## config.mk

```make
export PLATFORM = sky130hd
export DESIGN_NAME = mealy_pattern_matcher
export DESIGN_NICKNAME = d
export VERILOG_FILES = /design/src/rtl/mealy_pattern_matcher.sv
export SDC_FILE = /design/constraint.sdc
export NUM_CORES = 1
export LEC_CHECK = 0
export CAP_MARGIN = 20
export CORE_MARGIN = 5
export CORE_UTILIZATION = 54
export CTS_CLUSTER_SIZE = 28
export DETAILED_ROUTE_END_ITERATION = 12
export HOLD_SLACK_MARGIN = 0.05
export PLACE_DENSITY_LB_ADDON = 0.1
export SYNTH_ARGS = -nofsm -noshare
export SYNTH_HDL_FRONTEND = slang
export SYNTH_SLANG_ARGS = --single-unit
```

## constraint.sdc

```tcl
create_clock -name clock -period 3.5 [get_ports clock]
set_clock_uncertainty 0.1 [all_clocks]
set_input_delay 0.35 -clock clock [delete_from_list [all_inputs] [get_ports clock]]
set_output_delay 0.35 -clock clock [all_outputs]
set_load 0.01 [all_outputs]
```

## src/rtl/mealy_pattern_matcher.sv

```systemverilog
// Serial bit-pattern detector: CHANNELS runtime-programmable WIDTH-bit patterns with
// don't-care masks, overlap/non-overlap modes, and saturating per-channel match counters.

module mealy_pm_channel #(
  parameter int WIDTH = 4,
  parameter int CNT_W = 8
) (
  input  logic             clock,
  input  logic             reset,
  input  logic             enable,
  input  logic             load,
  input  logic             clear_counts,
  input  logic             fill_ok,
  input  logic [WIDTH-1:0] window,
  input  logic [WIDTH-1:0] pattern_in,
  input  logic [WIDTH-1:0] mask_in,
  input  logic             overlap_in,
  output logic             o,
  output logic [CNT_W-1:0] count
);
  localparam int CW = $clog2(WIDTH);

  logic [WIDTH-1:0] pattern, mask;
  logic             overlap;
  logic [CW-1:0]    cooldown;
  logic             hit;

  // Masked-off bits compare as equal; reset forces o low even with a stale config.
  always_comb begin
    hit = &((window ~^ pattern) | ~mask);
    o   = ~reset & enable & fill_ok & (|mask) & hit & (overlap | (cooldown == '0));
  end

  always_ff @(posedge clock) begin
    if (reset) begin
      pattern <= '0;
      mask    <= '0;
      overlap <= 1'b0;
    end else if (load) begin
      pattern <= pattern_in;
      mask    <= mask_in;
      overlap <= overlap_in;
    end
  end

  // After a non-overlapping match, block the next WIDTH-1 accepted bits so
  // the following match is built only from fresh input.
  always_ff @(posedge clock) begin
    if (reset || load || overlap)
      cooldown <= '0;
    else if (o)
      cooldown <= CW'(WIDTH-1);
    else if (enable && cooldown != '0)
      cooldown <= cooldown - CW'(1);
  end

  always_ff @(posedge clock) begin
    if (reset || clear_counts)
      count <= '0;
    else if (o && count != '1)
      count <= count + CNT_W'(1);
  end
endmodule

module mealy_pattern_matcher #(
  parameter int WIDTH    = 4,
  parameter int CHANNELS = 2,
  parameter int CNT_W    = 8
) (
  input  logic                      clock,
  input  logic                      reset,
  input  logic                      enable,
  input  logic                      i,
  input  logic                      load,
  input  logic [CHANNELS*WIDTH-1:0] pattern_in,
  input  logic [CHANNELS*WIDTH-1:0] mask_in,
  input  logic [CHANNELS-1:0]       overlap_in,
  input  logic                      clear_counts,
  output logic [CHANNELS-1:0]       o,
  output logic [CHANNELS*CNT_W-1:0] match_count
);
  localparam int CW = $clog2(WIDTH);

  logic [WIDTH-2:0] hist;
  logic [CW-1:0]    fill;
  logic             fill_ok;
  logic [WIDTH-1:0] window;

  // window[0] is the live bit, window[j] the bit accepted j enables ago.
  assign window  = {hist, i};
  assign fill_ok = (fill == CW'(WIDTH-1));

  always_ff @(posedge clock) begin
    if (reset) begin
      hist <= '0;
      fill <= '0;
    end else if (enable) begin
      hist <= window[WIDTH-2:0];
      if (!fill_ok) fill <= fill + CW'(1);
    end
  end

  for (genvar c = 0; c < CHANNELS; c++) begin : g_ch
    mealy_pm_channel #(.WIDTH(WIDTH), .CNT_W(CNT_W)) u_ch (
      .clock        (clock),
      .reset        (reset),
      .enable       (enable),
      .load         (load),
      .clear_counts (clear_counts),
      .fill_ok      (fill_ok),
      .window       (window),
      .pattern_in   (pattern_in[c*WIDTH +: WIDTH]),
      .mask_in      (mask_in[c*WIDTH +: WIDTH]),
      .overlap_in   (overlap_in[c]),
      .o            (o[c]),
      .count        (match_count[c*CNT_W +: CNT_W])
    );
  end
endmodule
```

**Word-level counts from Yosys, hierarchy flattened**

Cells that the tools add are included.

- Register bits: 43
- Latch bits: 0
- RAM bits: 0
- Bits in read-only memories: 0
- Bits of input ports: 24
- Output and inout bits: 18
- Word-level logic and storage cells: 61
- Memories kept: 0

- Add/sub/neg operators: 5
- Multiply operators: 0
- Div/mod/pow operators: 0
- $lt $le $gt $ge: 0
- Equality and inequality tests: 3
- Shifts and indexed selects: 0
- Muxes and demuxes: 4
- Bitwise logic cells: 18
- Reductions and logical operators: 19

Operator list:

| cell | count |
|---|---|
| 8-bit by 1-bit adder with 8-bit output, second input constant | 2 |
| 8-bit != test, second input constant | 2 |
| 1-bit bitwise AND | 8 |
| 2-bit 2-to-1 mux | 4 |
| 4-bit inverter | 2 |
| 4-bit OR | 2 |
| 4-bit AND reduction | 2 |
| 2-bit nonzero test | 4 |
| 4-bit OR reduction | 2 |
| 4-bit bitwise XNOR | 2 |
| 1-bit logical AND | 4 |
| 2-bit zero test | 2 |
| 1-bit logical OR | 4 |
| 2-bit by 1-bit subtractor with 2-bit output, second input constant | 2 |
| 2-bit by 1-bit adder with 2-bit output, second input constant | 1 |
| 2-bit equality test, second input constant | 1 |
| 1-bit inverter | 2 |
| 1-bit OR | 2 |
| 2-bit AND reduction | 1 |

**Logic depth before layout (Yosys ltp)**

Gate-level depths: netlist (run 1).

- Depth in word-level cells: 7
- Gate-level depth with buffers: 8
- Mapped depth without buffers: 8

**By module**

A second synthesis (run 1) with hierarchy kept.

- Cell total of the unflattened synthesis: 217
- Area total of the unflattened synthesis: 2035.7 um^2

Modules (own cells, without submodules):

| module | times used | cells an instance | area each (um^2) |
|---|---|---|---|
| mealy_pm_channel | 2 | 99 | 912.1 |
| mealy_pattern_matcher | 1 | 19 | 211.5 |

**Least setup slack after synthesis (run 1)**

No wires, ideal clock.

- Path kind: register to register
- Start: register g_ch[0].u_ch.count[0]
- End: register g_ch[0].u_ch.count[7]
- Arrival: 1617 ps
- Slack: 1713 ps
- Cell stages (with the launch flop): 7
- Buffers on the path: 0
- Period minus slack after synthesis: 1787 ps
- Path through: dfxtp_1 > ha_1 > and3_1 > nand3_1 > nand4_1 > or4_1 > a21oi_1

- Cells in the longest elaborated chain, start to end: 2

RTL lines:

| element | RTL line | RTL |
|---|---|---|
| start, declared | 19 | `output logic [CNT_W-1:0] count` |
| start signal, assigned | 61 | `count <= count + CNT_W'(1);` |
| parallel branches: the longest is 2 deep, another holds 8-bit by 1-bit adder with 8-bit output | - |  |

Parallel ways; which one is timed is not known.
A chain may end at the register's enable or synchronous reset.

**Final worst setup path (run 1)**

- Start: input port enable
- End: output port o[0]

- Cells in the longest elaborated chain, start to end: 5

RTL lines:

| element | RTL line | RTL |
|---|---|---|
| start, declared | 72 | `input logic enable,` |
| 1-bit bitwise AND (5 in series) | 31 | `o = ~reset & enable & fill_ok & (\|mask) & hit & (overlap \| (cooldown == '0));` |
| end, declared | 79 | `output logic [CHANNELS-1:0] o,` |

Every way passes these cells.

==> flow_summary_export.csv, run 1 <==
group,metric,value,unit
finish,antenna_cell_count,0,
timing,hold_slack,397,ps
finish,nFillCells,310,
grt,grt_util_all_layers,17.0,%
routing,drt_first_iter_violations,117,
cts,cts.repair.resized,0,
routing,post_drt_wl_per_cell,13.3,um
finish,multi_input_area,0.00103,mm^2
critical_path,reg2reg_setup_slack,1440,ps
place,gp_routability_congestion,0.741,
power,intPower,689,uW
cts,insertion_delay,290,ps
die,core.rowCount,22,
cts,clk_path_buf_depth,2,
cts,cts-hold-fix-buffers,0,
die,floorplan.die.width,70.6,um
critical_path,r2r-end,"g_ch[1].u_ch.count[7]",
logic_synthesis,synth-simple-area-share,21.1,%
timing,report.final.hold_viol_count,0,
min_path,worstHoldStart,"g_ch[0].u_ch.count[6]",
logic_synthesis,asyncSetResetFlopFracSynth,0,%
logic_synthesis,synthMuxAreaShare,11.6,%
cts,clock_sinks,43,
cts,clk_root_buffer_cell,"sky130_fd_sc_hd__clkbuf_8",
finish,final_util,68.8,%
routing,route.detailed.drc,0,
logic_synthesis,post_synth.cell_area_avg,9.13,um^2
logic_synthesis,synthCells,217,
logic_synthesis,netlist_top_cells_area,"sky130_fd_sc_hd__dfxtp_1, sky130_fd_sc_hd__mux2i_1, sky130_fd_sc_hd__nor2_1",
min_path,holdCritPathClass,"reg2reg",
logic_synthesis,ys_ff_latch,43,
finish,syn_to_final_growth,25.1,%
place,dp_hpwl,2990,um
finish,final_common_cell,"sky130_fd_sc_hd__dfxtp_1",
timing,rsz0062_at_grt,"no",
logic_synthesis,synth_sequential_area_ratio,43.4,%
logic_synthesis,synth_top_flop_cell,"sky130_fd_sc_hd__dfxtp_1",
power,powerDensity,361,mW/mm^2
cts,tritoncts_clock_tree,"done",
logic_synthesis,total_standard_cell_area_after_synthesis,0.00198,mm^2
power,switch_pwr,206,uW
critical_path,critPathLaunchType,"input pin",
job,cap_viol_max_count,0,
logic_synthesis,synth_edf_count,0,
timing,highest_clock_rate,366,MHz
finish,finalNetCount,285,
routing,route.vias.total,1651,
power,sw_frac_of_total,23.0,%
timing,final-setup-viol-count,0,
routing,drt_pass1_iterations,4,
critical_path,category_of_the_most_critical_setup_path,"in2out",
logic_synthesis,yosysWarningCount,0,
logic_synthesis,synth-compound-area-share,10.8,%
min_path,whs_path_depth,2,
cts,postCtsSetupRepairBufs,0,
die,chipHeight,70.6,um
critical_path,worst-path-max-fanout,18,
logic_synthesis,yosysUniqueCellTypes,34,
grt,grt.overflow.total,0,
logic_synthesis,post_synth_fa_ha_maj_area_fraction,3.16,%
run_status,outcome,"finished, final reports clean",
cts,cts_buffer_count,5,
grt,grt_pass1_wl,6850,um
timing,tightest_slew,466,ps
critical_path,critical_path_required,3050,ps
critical_path,worst_setup_path_end_kind,"output port",
timing,fin_setup_tns,0,ps
power,clockPowerShare,32.2,%
grt,antenna_found_initial,0,
place,placement.io_buffers,41,
logic_synthesis,post-synth-top-area-fraction,43.4,%
die,floorplan.initialDensity,55.0,%
critical_path,reg2regPathDepth,6,
logic_synthesis,synth.largest_area_cell,"sky130_fd_sc_hd__dfxtp_1",
place,placed_area,0.00241,mm^2
min_path,hold_end,"g_ch[0].u_ch.count[6]",
finish,final_cell_area,0.00248,mm^2
routing,drt-total-wl,4020,um
timing,maxSlewViolCount,0,
power,share_seq_of_total_power,57.9,%
grt,grt_max_degree,28,
die,die_area,0.00498,mm^2
cts,clk_transition_reported_paths,70,ps
logic_synthesis,postSynthNetCount,246,
power,power.share.combinational,9.9,%
cts,cts_htree_levels,2,
power,leakagePower,0.974,nW
power,worst_ir_drop_vdd,0.263,mV
routing,postRouteAntennaNets,0,
logic_synthesis,post_synth_xor_area_fraction,5.30,%
die,core_area,0.00361,mm^2
finish,post_route_cells_drive_above_1_share,4.71,%
die,io_pins,42,
critical_path,worst_ep_arrival_time,2280,ps
logic_synthesis,dominant_combinational_cell_family_by_area_after_synthesis,"simple AND/OR/NAND/NOR gates",
critical_path,worstReg2RegStart,"fill[0]",
finish,layout.cells.most_common_list,"sky130_fd_sc_hd__dfxtp_1, sky130_fd_sc_hd__clkdlybuf4s50_1, sky130_fd_sc_hd__nor2_1, sky130_fd_sc_hd__mux2i_1, sky130_fd_sc_hd__a21oi_1",
finish,sequential_cell_area,861,um^2
routing,viasPerCell,5.45,
timing,layout_worst_path_cycle_share,78.0,%
timing,final.min_clock_period,2730,ps
grt,grt_pass1_vias,1569,
timing,max_slew_margin,68.8,%
## layer usage
layer	track usage [%]	up-vias	wire [um]	part of all wire, %
met5	0	-	0	0
met4	8.98	0	98	2.4
met3	3.55	9	191	4.7
met2	28.9	32	1950	48
met1	20.1	765	1790	44
li1	-	845	-	-
## flip-flops by register name, indices dropped and copies added (netlist names)
signal,cells
g_ch.u_ch.count,16
g_ch.u_ch.mask,8
g_ch.u_ch.pattern,8
g_ch.u_ch.cooldown,4
hist,3
fill,2
g_ch.u_ch.overlap,2
## power groups by stage
stage               logic [mW]  clock network, mW  registers [mW]
floorplan               0.0536                  0           0.526
global placement        0.0870                  0           0.529
detailed placement      0.0889                  0           0.530
CTS                     0.0897              0.294           0.518
global route            0.0983              0.314           0.520
finish                  0.0884              0.288           0.518
## how the worst max path moves through the flow
stage	endpoint	start	cells past startpoint	slack, ps
4_1_cts	o[0]	enable	6	760
6_report	o[0]	enable	6	770
3_3_place_gp	o[0]	enable	6	790
3_5_place_dp	o[0]	enable	6	750
5_1_grt	o[0]	enable	6	610
2_1_floorplan	g_ch[0].u_ch.count[7]	g_ch[0].u_ch.count[0]	6	1710
## area by class of cell
type                            count  area share [%]
Inverter                            8            1.21
Tap cell                           48            2.42
Clock buffer                        6            2.93
Multi-Input combinational cell    155            41.6
Timing Repair Buffer               43            17.2
Sequential cell                    43            34.7
## cells by family after synthesis
| kind of cell | Yosys count |
|---|---|
| xor+xnor | 12 |
| flops | 43 |
| fa+ha+maj | 5 |
| simple gates | 78 |
| mux | 23 |
| buf+inv | 19 |
| compound gates | 37 |
## synthesized netlist by cell type, types with 2 or more instances
cell / count
sky130_fd_sc_hd__clkbuf_1: 5
sky130_fd_sc_hd__and3_1: 4
sky130_fd_sc_hd__buf_4: 2
sky130_fd_sc_hd__xor2_1: 9
sky130_fd_sc_hd__dfxtp_1: 43
sky130_fd_sc_hd__buf_2: 3
sky130_fd_sc_hd__nor3_2: 2
sky130_fd_sc_hd__nor4_1: 2
sky130_fd_sc_hd__mux2i_1: 23
sky130_fd_sc_hd__o21ai_0: 12
sky130_fd_sc_hd__nand3_1: 8
sky130_fd_sc_hd__a21oi_1: 14
sky130_fd_sc_hd__inv_1: 8
sky130_fd_sc_hd__a22oi_1: 4
sky130_fd_sc_hd__nand2_1: 8
sky130_fd_sc_hd__ha_1: 5
sky130_fd_sc_hd__or3_1: 10
sky130_fd_sc_hd__xnor2_1: 3
sky130_fd_sc_hd__nor3_1: 3
sky130_fd_sc_hd__nor2b_1: 3
sky130_fd_sc_hd__or4_1: 2
sky130_fd_sc_hd__o31ai_1: 2
sky130_fd_sc_hd__nor2_1: 27
sky130_fd_sc_hd__o21a_1: 2
sky130_fd_sc_hd__nand4_1: 4
## critical path, cell delays in order
cell and delay [ps]:
sky130_fd_sc_hd__clkdlybuf4s50_1 670, sky130_fd_sc_hd__nand3b_4 120, sky130_fd_sc_hd__nor3_2 200, sky130_fd_sc_hd__nand3_2 280, sky130_fd_sc_hd__inv_1 120, sky130_fd_sc_hd__clkdlybuf4s50_1 540
## through the flow
step / power, mW / setup WS, ps / instances
6_report: 0.895 / 769 / 303
5_1_grt: 0.932 / 610 / 303
4_1_cts: 0.902 / 757 / 303
2_1_floorplan: 0.579 / 1710 / 217
3_3_place_gp: 0.616 / 792 / 297
3_5_place_dp: 0.619 / 753 / 297
No activity file was read; power rests on OpenSTA's default activity.
==> run 2: changes to the inputs <==
--- a/config.mk
+++ b/config.mk
@@ -7,7 +7,7 @@
 export LEC_CHECK = 0
 export CAP_MARGIN = 20
 export CORE_MARGIN = 5
-export CORE_UTILIZATION = 54
+export CORE_UTILIZATION = 50
 export CTS_CLUSTER_SIZE = 28
 export DETAILED_ROUTE_END_ITERATION = 12
 export HOLD_SLACK_MARGIN = 0.05
==> constraint.sdc (replaced) <==
create_clock -name clock -period 2.6 [get_ports clock]
set_clock_uncertainty 0.1 [all_clocks]
set_input_delay 0.26 -clock clock [delete_from_list [all_inputs] [get_ports clock]]
set_output_delay 0.26 -clock clock [all_outputs]
set_load 0.01 [all_outputs]
==> flow_summary_export.csv, run 2 (synthesis results as in run 1) <==
group,metric,value,unit
finish,final_util,67.0,%
timing,final-setup-viol-count,0,
cts,cts-hold-fix-buffers,0,
place,placement.io_buffers,41,
timing,report.final.hold_viol_count,0,
grt,grt.overflow.total,0,
power,worst_ir_drop_vdd,0.407,mV
cts,tritoncts_clock_tree,"done",
cts,cts.repair.resized,0,
routing,drt-total-wl,3870,um
critical_path,worst-path-max-fanout,4,
timing,layout_worst_path_cycle_share,91.5,%
place,gp_routability_congestion,0.727,
timing,final.min_clock_period,2380,ps
routing,postRouteAntennaNets,0,
grt,grt_pass1_wl,6600,um
place,dp_hpwl,2900,um
cts,clk_path_buf_depth,2,
routing,route.detailed.drc,0,
cts,postCtsSetupRepairBufs,0,
finish,layout.cells.most_common_list,"sky130_fd_sc_hd__dfxtp_1, sky130_fd_sc_hd__clkdlybuf4s50_1, sky130_fd_sc_hd__nor2_1, sky130_fd_sc_hd__mux2i_1, sky130_fd_sc_hd__a21oi_1",
finish,final_common_cell,"sky130_fd_sc_hd__dfxtp_1",
die,floorplan.die.width,73.0,um
finish,syn_to_final_growth,26.5,%
critical_path,worst_setup_path_end_kind,"output port",
die,chipHeight,73.0,um
critical_path,critical_path_required,2240,ps
timing,highest_clock_rate,420,MHz
die,io_pins,42,
timing,rsz0062_at_grt,"no",
finish,antenna_cell_count,0,
place,dp_slack,250,ps
finish,post_route_cells_drive_above_1_share,5.45,%
grt,grt_util_all_layers,15.8,%
place,placedCellCount,299,
cts,clock_sinks,43,
power,p_total,1.20,mW
critical_path,category_of_the_most_critical_setup_path,"reg2out",
run_status,outcome,"finished, final reports clean",
finish,nFillCells,335,
die,core.rowCount,22,
cts,insertion_delay,290,ps
power,powerDensity,478,mW/mm^2
routing,drt_pass1_iterations,4,
grt,grt_max_degree,28,
power,leakagePower,0.988,nW
routing,post_drt_wl_per_cell,12.7,um
timing,post-route-worst-setup-slack,221,ps
critical_path,critPathLaunchType,"flop",
die,floorplan.initialDensity,52.9,%
finish,largest_register_ffs,16,
timing,tightest_slew,591,ps
timing,maxSlewViolCount,0,
job,cap_viol_max_count,0,
finish,largest_regs,"g_ch.u_ch.count: 16 flops, g_ch.u_ch.mask: 8 flops, g_ch.u_ch.pattern: 8 flops",
min_path,holdCritPathClass,"reg2reg",
grt,antenna_found_initial,0,
cts,clk_root_buffer_cell,"sky130_fd_sc_hd__clkbuf_8",
routing,drt_first_iter_violations,77,
routing,viasPerCell,5.34,
critical_path,worst_ep_arrival_time,2020,ps
grt,grt_pass1_vias,1524,
timing,fin_setup_tns,0,ps
finish,stdcell_count,305,
die,core_area,0.00374,mm^2
routing,route.vias.total,1629,
cts,clk_transition_reported_paths,70,ps
finish,register_ranked_first_by_flip_flop_count,"g_ch.u_ch.count",
finish,finalNetCount,287,
cts,cts_buffer_count,5,
cts,cts_htree_levels,2,
die,die_area,0.00532,mm^2
timing,max_slew_margin,60.5,%
==> run 2: changes by cell type in the layout (fill, tap and decap cells not counted) <==
cell,before,now
sky130_fd_sc_hd__buf_4,2,3
sky130_fd_sc_hd__buf_12,0,1
==> run 2: final timing paths <==
check / cells past startpoint / slack (ps) / start / end
max: 6 / 220 / fill[0] / o[1]
min: 2 / 390 / g_ch[0].u_ch.count[6] / g_ch[0].u_ch.count[6]
max reg2reg: 6 / 490 / fill[0] / g_ch[1].u_ch.count[7]
min reg2reg: 2 / 390 / g_ch[0].u_ch.count[6] / g_ch[0].u_ch.count[6]
==> run 2: cell type report <==
class	instances	area, um^2	area share (%)
clock buffer	6	72.6	2.89
inverter	8	30.0	1.20
multi-input combinational	155	1030	41.1
sequential	43	861	34.3
tap	48	60.1	2.40
timing repair buffer	45	453	18.1
==> run 2: per-layer routing <==
layer,wire (um),part of all wire (%),vias to the layer above,track usage (%)
met5,0,0,-,0
met1,1750,45,736,19.2
met2,1790,46,32,25.8
li1,-,-,851,-
met4,110,2.8,0,8.61
met3,214,5.5,10,3.44
==> run 2: stage by stage <==
step                hold slack [ps]  cell area [um^2]
floorplan                       307              1980
global placement                381              2430
detailed placement              391              2430
CTS                             401              2510
global route                    450              2510
finish                          394              2510
==> run 2: report_power, final <==
part / total, mW / switching, mW / internal, mW / leakage (nW)
Combinational: 0.123 / 0.0516 / 0.0709 / 0.600
Clock: 0.378 / 0.199 / 0.179 / 0.0371
Sequential: 0.697 / 0.0169 / 0.681 / 0.351
Total: 1.20 / 0.268 / 0.930 / 0.988
==> run 2: critical path: stages (launching register included) <==
cell and delay [ps]:
sky130_fd_sc_hd__dfxtp_1 360, sky130_fd_sc_hd__ha_1 230, sky130_fd_sc_hd__nand3b_4 110, sky130_fd_sc_hd__nor3_2 200
sky130_fd_sc_hd__nand3_1 180, sky130_fd_sc_hd__inv_1 120, sky130_fd_sc_hd__clkdlybuf4s50_1 540
